### src/rtl/id_pkg.sv
// Shared definitions for the identifier recogniser and token tracker:
// character classes, token FSM states and the ASCII class boundaries.
package id_pkg;

    typedef enum logic [1:0] {
        CC_LETTER,
        CC_DIGIT,
        CC_SEP
    } char_class_t;

    typedef enum logic {
        ST_GAP,
        ST_IN_TOK
    } tok_state_t;

    localparam logic [7:0] ASCII_UPPER_A    = 8'd65;
    localparam logic [7:0] ASCII_UPPER_Z    = 8'd90;
    localparam logic [7:0] ASCII_LOWER_A    = 8'd97;
    localparam logic [7:0] ASCII_LOWER_Z    = 8'd122;
    localparam logic [7:0] ASCII_UNDERSCORE = 8'd95;
    localparam logic [7:0] ASCII_DIGIT_0    = 8'd48;
    localparam logic [7:0] ASCII_DIGIT_9    = 8'd57;

    function automatic logic is_word_class(input char_class_t cc);
        return cc != CC_SEP;
    endfunction

endpackage

### src/rtl/id_char_class.sv
// Combinational ASCII classifier: letters (incl. '_'), digits, everything
// else is a separator. Shared with the identifier recogniser.
module id_char_class
    import id_pkg::*;
(
    input  logic [7:0]  i_char,
    output char_class_t o_class
);

    always_comb begin
        o_class = CC_SEP;
        if ((i_char >= ASCII_UPPER_A && i_char <= ASCII_UPPER_Z) ||
            (i_char >= ASCII_LOWER_A && i_char <= ASCII_LOWER_Z) ||
            (i_char == ASCII_UNDERSCORE)) begin
            o_class = CC_LETTER;
        end else if (i_char >= ASCII_DIGIT_0 && i_char <= ASCII_DIGIT_9) begin
            o_class = CC_DIGIT;
        end
    end

endmodule

### src/rtl/id_token_tracker.sv
// Segments the character stream into tokens at separators and reports accepted
// identifiers. Define ID_TRACK_MAXLEN_EN to keep the longest-identifier register.
module id_token_tracker
    import id_pkg::*;
#(
    parameter int LEN_W = 6,
    parameter int CNT_W = 8
) (
    input  logic             clk,
    input  logic             rst_n,
    input  logic [7:0]       char,
    input  logic             id_ok,
    output logic             tok_valid,
    output logic [LEN_W-1:0] tok_len,
    output logic [CNT_W-1:0] id_count,
    output logic [CNT_W-1:0] rej_count,
    output logic [LEN_W-1:0] max_len
);

    localparam logic [LEN_W-1:0] LEN_MAX = '1;
    localparam logic [LEN_W-1:0] LEN_ONE = {{(LEN_W-1){1'b0}}, 1'b1};
    localparam logic [CNT_W-1:0] CNT_MAX = '1;
    localparam logic [CNT_W-1:0] CNT_ONE = {{(CNT_W-1){1'b0}}, 1'b1};

    char_class_t      w_class;
    logic             w_is_word;
    tok_state_t       r_state;
    tok_state_t       w_next_state;
    logic             w_accept;
    logic             w_reject;
    logic [LEN_W-1:0] r_run_len;
    logic             r_tok_valid;
    logic [LEN_W-1:0] r_tok_len;
    logic [CNT_W-1:0] r_id_count;
    logic [CNT_W-1:0] r_rej_count;

    id_char_class u_char_class (
        .i_char  (char),
        .o_class (w_class)
    );

    assign w_is_word = is_word_class(w_class);

    always_ff @(posedge clk) begin
        if (!rst_n) begin
            r_state <= ST_GAP;
        end else begin
            r_state <= w_next_state;
        end
    end

    // id_ok only matters on the separator that closes a non-empty token.
    always_comb begin
        w_next_state = r_state;
        w_accept     = 1'b0;
        w_reject     = 1'b0;
        case (r_state)
            ST_GAP: begin
                if (w_is_word) begin
                    w_next_state = ST_IN_TOK;
                end
            end
            ST_IN_TOK: begin
                if (!w_is_word) begin
                    w_next_state = ST_GAP;
                    w_accept     = id_ok;
                    w_reject     = !id_ok;
                end
            end
            default: w_next_state = ST_GAP;
        endcase
    end

    always_ff @(posedge clk) begin
        if (!rst_n) begin
            r_run_len   <= '0;
            r_tok_valid <= 1'b0;
            r_tok_len   <= '0;
            r_id_count  <= '0;
            r_rej_count <= '0;
        end else begin
            r_tok_valid <= w_accept;
            r_tok_len   <= w_accept ? r_run_len : '0;

            if (!w_is_word) begin
                r_run_len <= '0;
            end else if (r_state == ST_GAP) begin
                r_run_len <= LEN_ONE;
            end else if (r_run_len != LEN_MAX) begin
                r_run_len <= r_run_len + LEN_ONE;
            end

            if (w_accept && r_id_count != CNT_MAX) begin
                r_id_count <= r_id_count + CNT_ONE;
            end
            if (w_reject && r_rej_count != CNT_MAX) begin
                r_rej_count <= r_rej_count + CNT_ONE;
            end
        end
    end

`ifdef ID_TRACK_MAXLEN_EN
    logic [LEN_W-1:0] r_max_len;

    always_ff @(posedge clk) begin
        if (!rst_n) begin
            r_max_len <= '0;
        end else if (w_accept && r_run_len > r_max_len) begin
            r_max_len <= r_run_len;
        end
    end

    assign max_len = r_max_len;
`else
    assign max_len = '0;
`endif

    assign tok_valid = r_tok_valid;
    assign tok_len   = r_tok_len;
    assign id_count  = r_id_count;
    assign rej_count = r_rej_count;

endmodule
### config.mk
export PLATFORM = sky130hd
export DESIGN_NAME = id_token_tracker
export DESIGN_NICKNAME = d
export VERILOG_FILES = /design/src/rtl/id_pkg.sv /design/src/rtl/id_char_class.sv /design/src/rtl/id_token_tracker.sv
export SDC_FILE = /design/constraint.sdc
export NUM_CORES = 1
export LEC_CHECK = 0
export BUFFER_PORTS_ARGS = -buffer_cell sky130_fd_sc_hd__buf_4
export CAP_MARGIN = 30
export CORE_MARGIN = 3
export CORE_UTILIZATION = 50
export DETAILED_ROUTE_END_ITERATION = 10
export HOLD_SLACK_MARGIN = 0.12
export PLACE_DENSITY = 0.73
export RECOVER_POWER = 50
export SLEW_MARGIN = 30
export SYNTH_ARGS = -nofsm -noshare
export SYNTH_HDL_FRONTEND = slang
export SYNTH_SLANG_ARGS = --single-unit
### constraint.sdc
create_clock -name clk -period 2.01 [get_ports clk]
set_input_delay 0.3015 -clock clk [delete_from_list [all_inputs] [get_ports clk]]
set_output_delay 0.3015 -clock clk [all_outputs]
set_load 0.01 [all_outputs]
==> results_dict.tcl <==
set metrics [dict create \
    total_power_w 0.001007 \
    firstDrtPassIters 4 \
    fin_crit_ns 1.817 \
    min_period_over_period_pct 90.38 \
    worstHoldPathType "input pin to flip-flop" \
    min_from "id_ok" \
    min_to "tok_valid$_SDFF_PN0_" \
    setup_slack_ns 0.1935 \
    crit_path_top_delay_cell "or4_1" \
    p_per_area_nw_per_um2 608.0 \
    p_sw_w 0.0002515 \
    drc 0 \
    timing.rr.start "rej_count[0]$_SDFFE_PN0P_" \
    num_rows 18 \
    crit_buf_inv 0 \
    status "complete, no violations" \
    routedWlPerCell_um 13.17 \
    post-route-util_pct 63.96 \
    place.port_buffers 33 \
    path_clk_slew_ns 0.09 \
    root_buffer "clkbuf_4" \
    post-cts-setup-buffers 0 \
    hold_depth 3 \
    core-area_um2 2590 \
    areaGrowthSynthToFinish_pct 15.53 \
    grt_max_degree 28 \
    yosys_warnings 0 \
    rr_endpoint "rej_count[7]$_SDFFE_PN0P_" \
    viasPerCell 5.618 \
    critPathLaunchType "flip-flop" \
    r2r_setup_slack_ns 0.19 \
    synth_cell_type_count 39 \
    numCtsBuffers 5 \
    cts_tree "yes" \
    synthMuxAreaShare_pct 5.585 \
    clock_latency_ns 0.33 \
    io_pins 40 \
    synth_fa_ha_area_share_pct 2.618 \
    cap_violations 0 \
    vias 1264 \
    cp.arrival_ns 2.08 \
    layout_commonest_cell "dfxtp_1" \
    dieWidth_um 59.55 \
    synth_top_area_share_pct 41.88 \
    switching_share_pct 24.97 \
    slew_violations 0 \
    finClkSkew_ns 0.005889 \
    worstPathRequired_ns 2.28 \
    synth.top_cells.by_area "dfxtp_1 (42%), mux2i_1 (5.6%), o21ai_0 (4.2%)" \
    antennaDiodeCount 0 \
    cts.path.max_buffers 2 \
    pwr-share-seq_pct 59.8 \
    first_global_vias 1162 \
    fmax_mhz 550.5 \
    grt.total_usage_pct 19.14 \
    path_delay_family "simple AND/OR/NAND/NOR gates" \
    grt_antenna_before_repair 0 \
    grt_pass1_wl_mm 5.023 \
    htree_levels 2 \
    synth_compound_area_share_pct 16.49 \
    cts_hold_buf 0 \
    cp_max_fo 6 \
    overflow 0 \
    synth-seq-cells 30 \
    yosysSeqAreaShare_pct 41.88 \
    end_kind "flip-flop" \
    setup_viol 0 \
    synth_xor_area_share_pct 1.832 \
    synthesis.instances 159 \
    maxSlewHeadroom_pct 56.13 \
    internal_power_w 0.0007557 \
    fill_cells 254 \
    finish.net_count 209 \
    start_util_pct 55.36 \
    gp_congestion 0.7813 \
    clockPowerShare_pct 32.6 \
    yosys.area_share.simple_pct 26.00 \
    wl_mm 2.964 \
    r2r_cells 6 \
    pre_cts_ws_ns -0.1806 \
    yosysTopAreaCell "dfxtp_1" \
    cts_resized 0 \
    path_class "flip-flop to flip-flop" \
    layout.cells.most_common_list "dfxtp_1 (30), clkbuf_1 (24), nand2_1 (15)" \
    syn_avg_cell_area_um2 9.018 \
    clock_sinks 30 \
    drt-initial-drc-count 75 \
    drive_above_1_share_pct 9.744 \
    dieArea_um2 3546 \
    die_h_um 59.55 \
    rsz0062_at_grt "false" \
    synth_area_um2 1434 \
    ir_drop_mv 0.4707 \
    synth_top_family_by_area "simple AND/OR/NAND/NOR gates" \
    pwr-share-comb_pct 7.6 \
    worst_pin_slew_ns 0.6565 \
    tns_ns 0 \
    cp-startpoint "rej_count[0]$_SDFFE_PN0P_" \
    ant_nets 0 \
    hpwlAfterDp_mm 2.089 \
    hold_viol_final 0 \
    slowest_delay_ns 0.46 \
    crit_chain "ha_1 > nand3_1 > o21a_1 > nand4_1 > or4_1 > a21boi_1" \
    p_leak_nw 0.5951 \
]
[worst max-delay path by stage]
stage	to	cells past startpoint
after floorplan	id_count[7]$_SDFFE_PN0P_	6
after global placement	tok_len[3]$_SDFF_PN0_	6
after detailed placement	tok_len[0]$_SDFF_PN0_	6
after CTS	tok_len[0]$_SDFF_PN0_	6
after global routing	rej_count[7]$_SDFFE_PN0P_	6
final	rej_count[7]$_SDFFE_PN0P_	6
[area by class of cell]
cell class / count / area, µm² / share of cell area (%)
clock inverters: 2 / 10.01 / 0.6042
well taps: 30 / 37.54 / 2.266
clock buffers: 5 / 37.54 / 2.266
repair buffers: 34 / 177.7 / 10.73
multi-input cells: 121 / 782.0 / 47.21
inverters: 3 / 11.26 / 0.6798
flip-flops and latches: 30 / 600.6 / 36.25
[worst min-delay path, stage by stage]
cell and delay [ns]:
buf_4 0.12, nand2_1 0.05, nor2_1 0.07
[flip-flops by register name, summed over array words and instances (netlist names)]
register and flops:
tok_valid 1, id_count 8, rej_count 8, r_state 1
tok_len 6, r_run_len 6
[cell usage after synthesis]
library cell	instances
nor3_1	2
xnor2_1	2
conb_1	1
buf_2	1
or3_1	7
o311ai_2	1
o211ai_1	1
nor2_1	6
nand2_1	15
a41oi_1	1
o311ai_0	1
o21ai_0	12
mux2i_1	8
and4_1	1
o31ai_1	2
nand3b_1	2
o21a_1	2
nor2b_1	1
clkbuf_1	2
dfxtp_1	30
buf_4	7
a21boi_0	3
nor3b_1	1
a21boi_1	6
nand3_1	7
nand4_1	6
ha_1	3
a21oi_1	2
and3b_1	1
and3_1	3
nand2b_1	6
a21oi_2	1
nor4_2	1
or4_1	2
xor2_1	1
inv_1	3
o41ai_1	1
and2_1	6
a41o_1	1
[cells by family after synthesis]
family	after synthesis
and+or+nand+nor	67
other	1
adders and majority gates	3
xor gates and xnor gates	3
muxes	8
AOI/OAI and AO/OA	34
buffers and inverters	13
DFF	30
[stage by stage]
step | std cells | instance area [µm²] | hold slack, ns
6_report | 225 | 1657 | 0.2727
5_1_grt | 225 | 1657 | 0.2671
4_1_cts | 225 | 1740 | 0.2710
3_5_place_dp | 218 | 1693 | 0.4791
3_3_place_gp | 218 | 1693 | 0.4668
2_1_floorplan | 164 | 1453 | 0.4510
[power groups by stage]
stage / Sequential (W) / Combinational, W / Clock (W)
floorplan: 0.000616 / 0.0000527 / 0
global placement: 0.000616 / 0.0000737 / 0
detailed placement: 0.000616 / 0.0000765 / 0
CTS: 0.000602 / 0.0000766 / 0.000338
global route: 0.000603 / 0.0000850 / 0.000374
finish: 0.000602 / 0.0000762 / 0.000329
[metal layers]
metal	share of wire [%]	vias up	track usage, %
li1	-	633	-
met5	0	-	0
met2	45	45	31.05
met3	7.7	6	9.150
met4	1.3	0	7.911
met1	46	580	21.42
(Power assumes the default switching activity.)
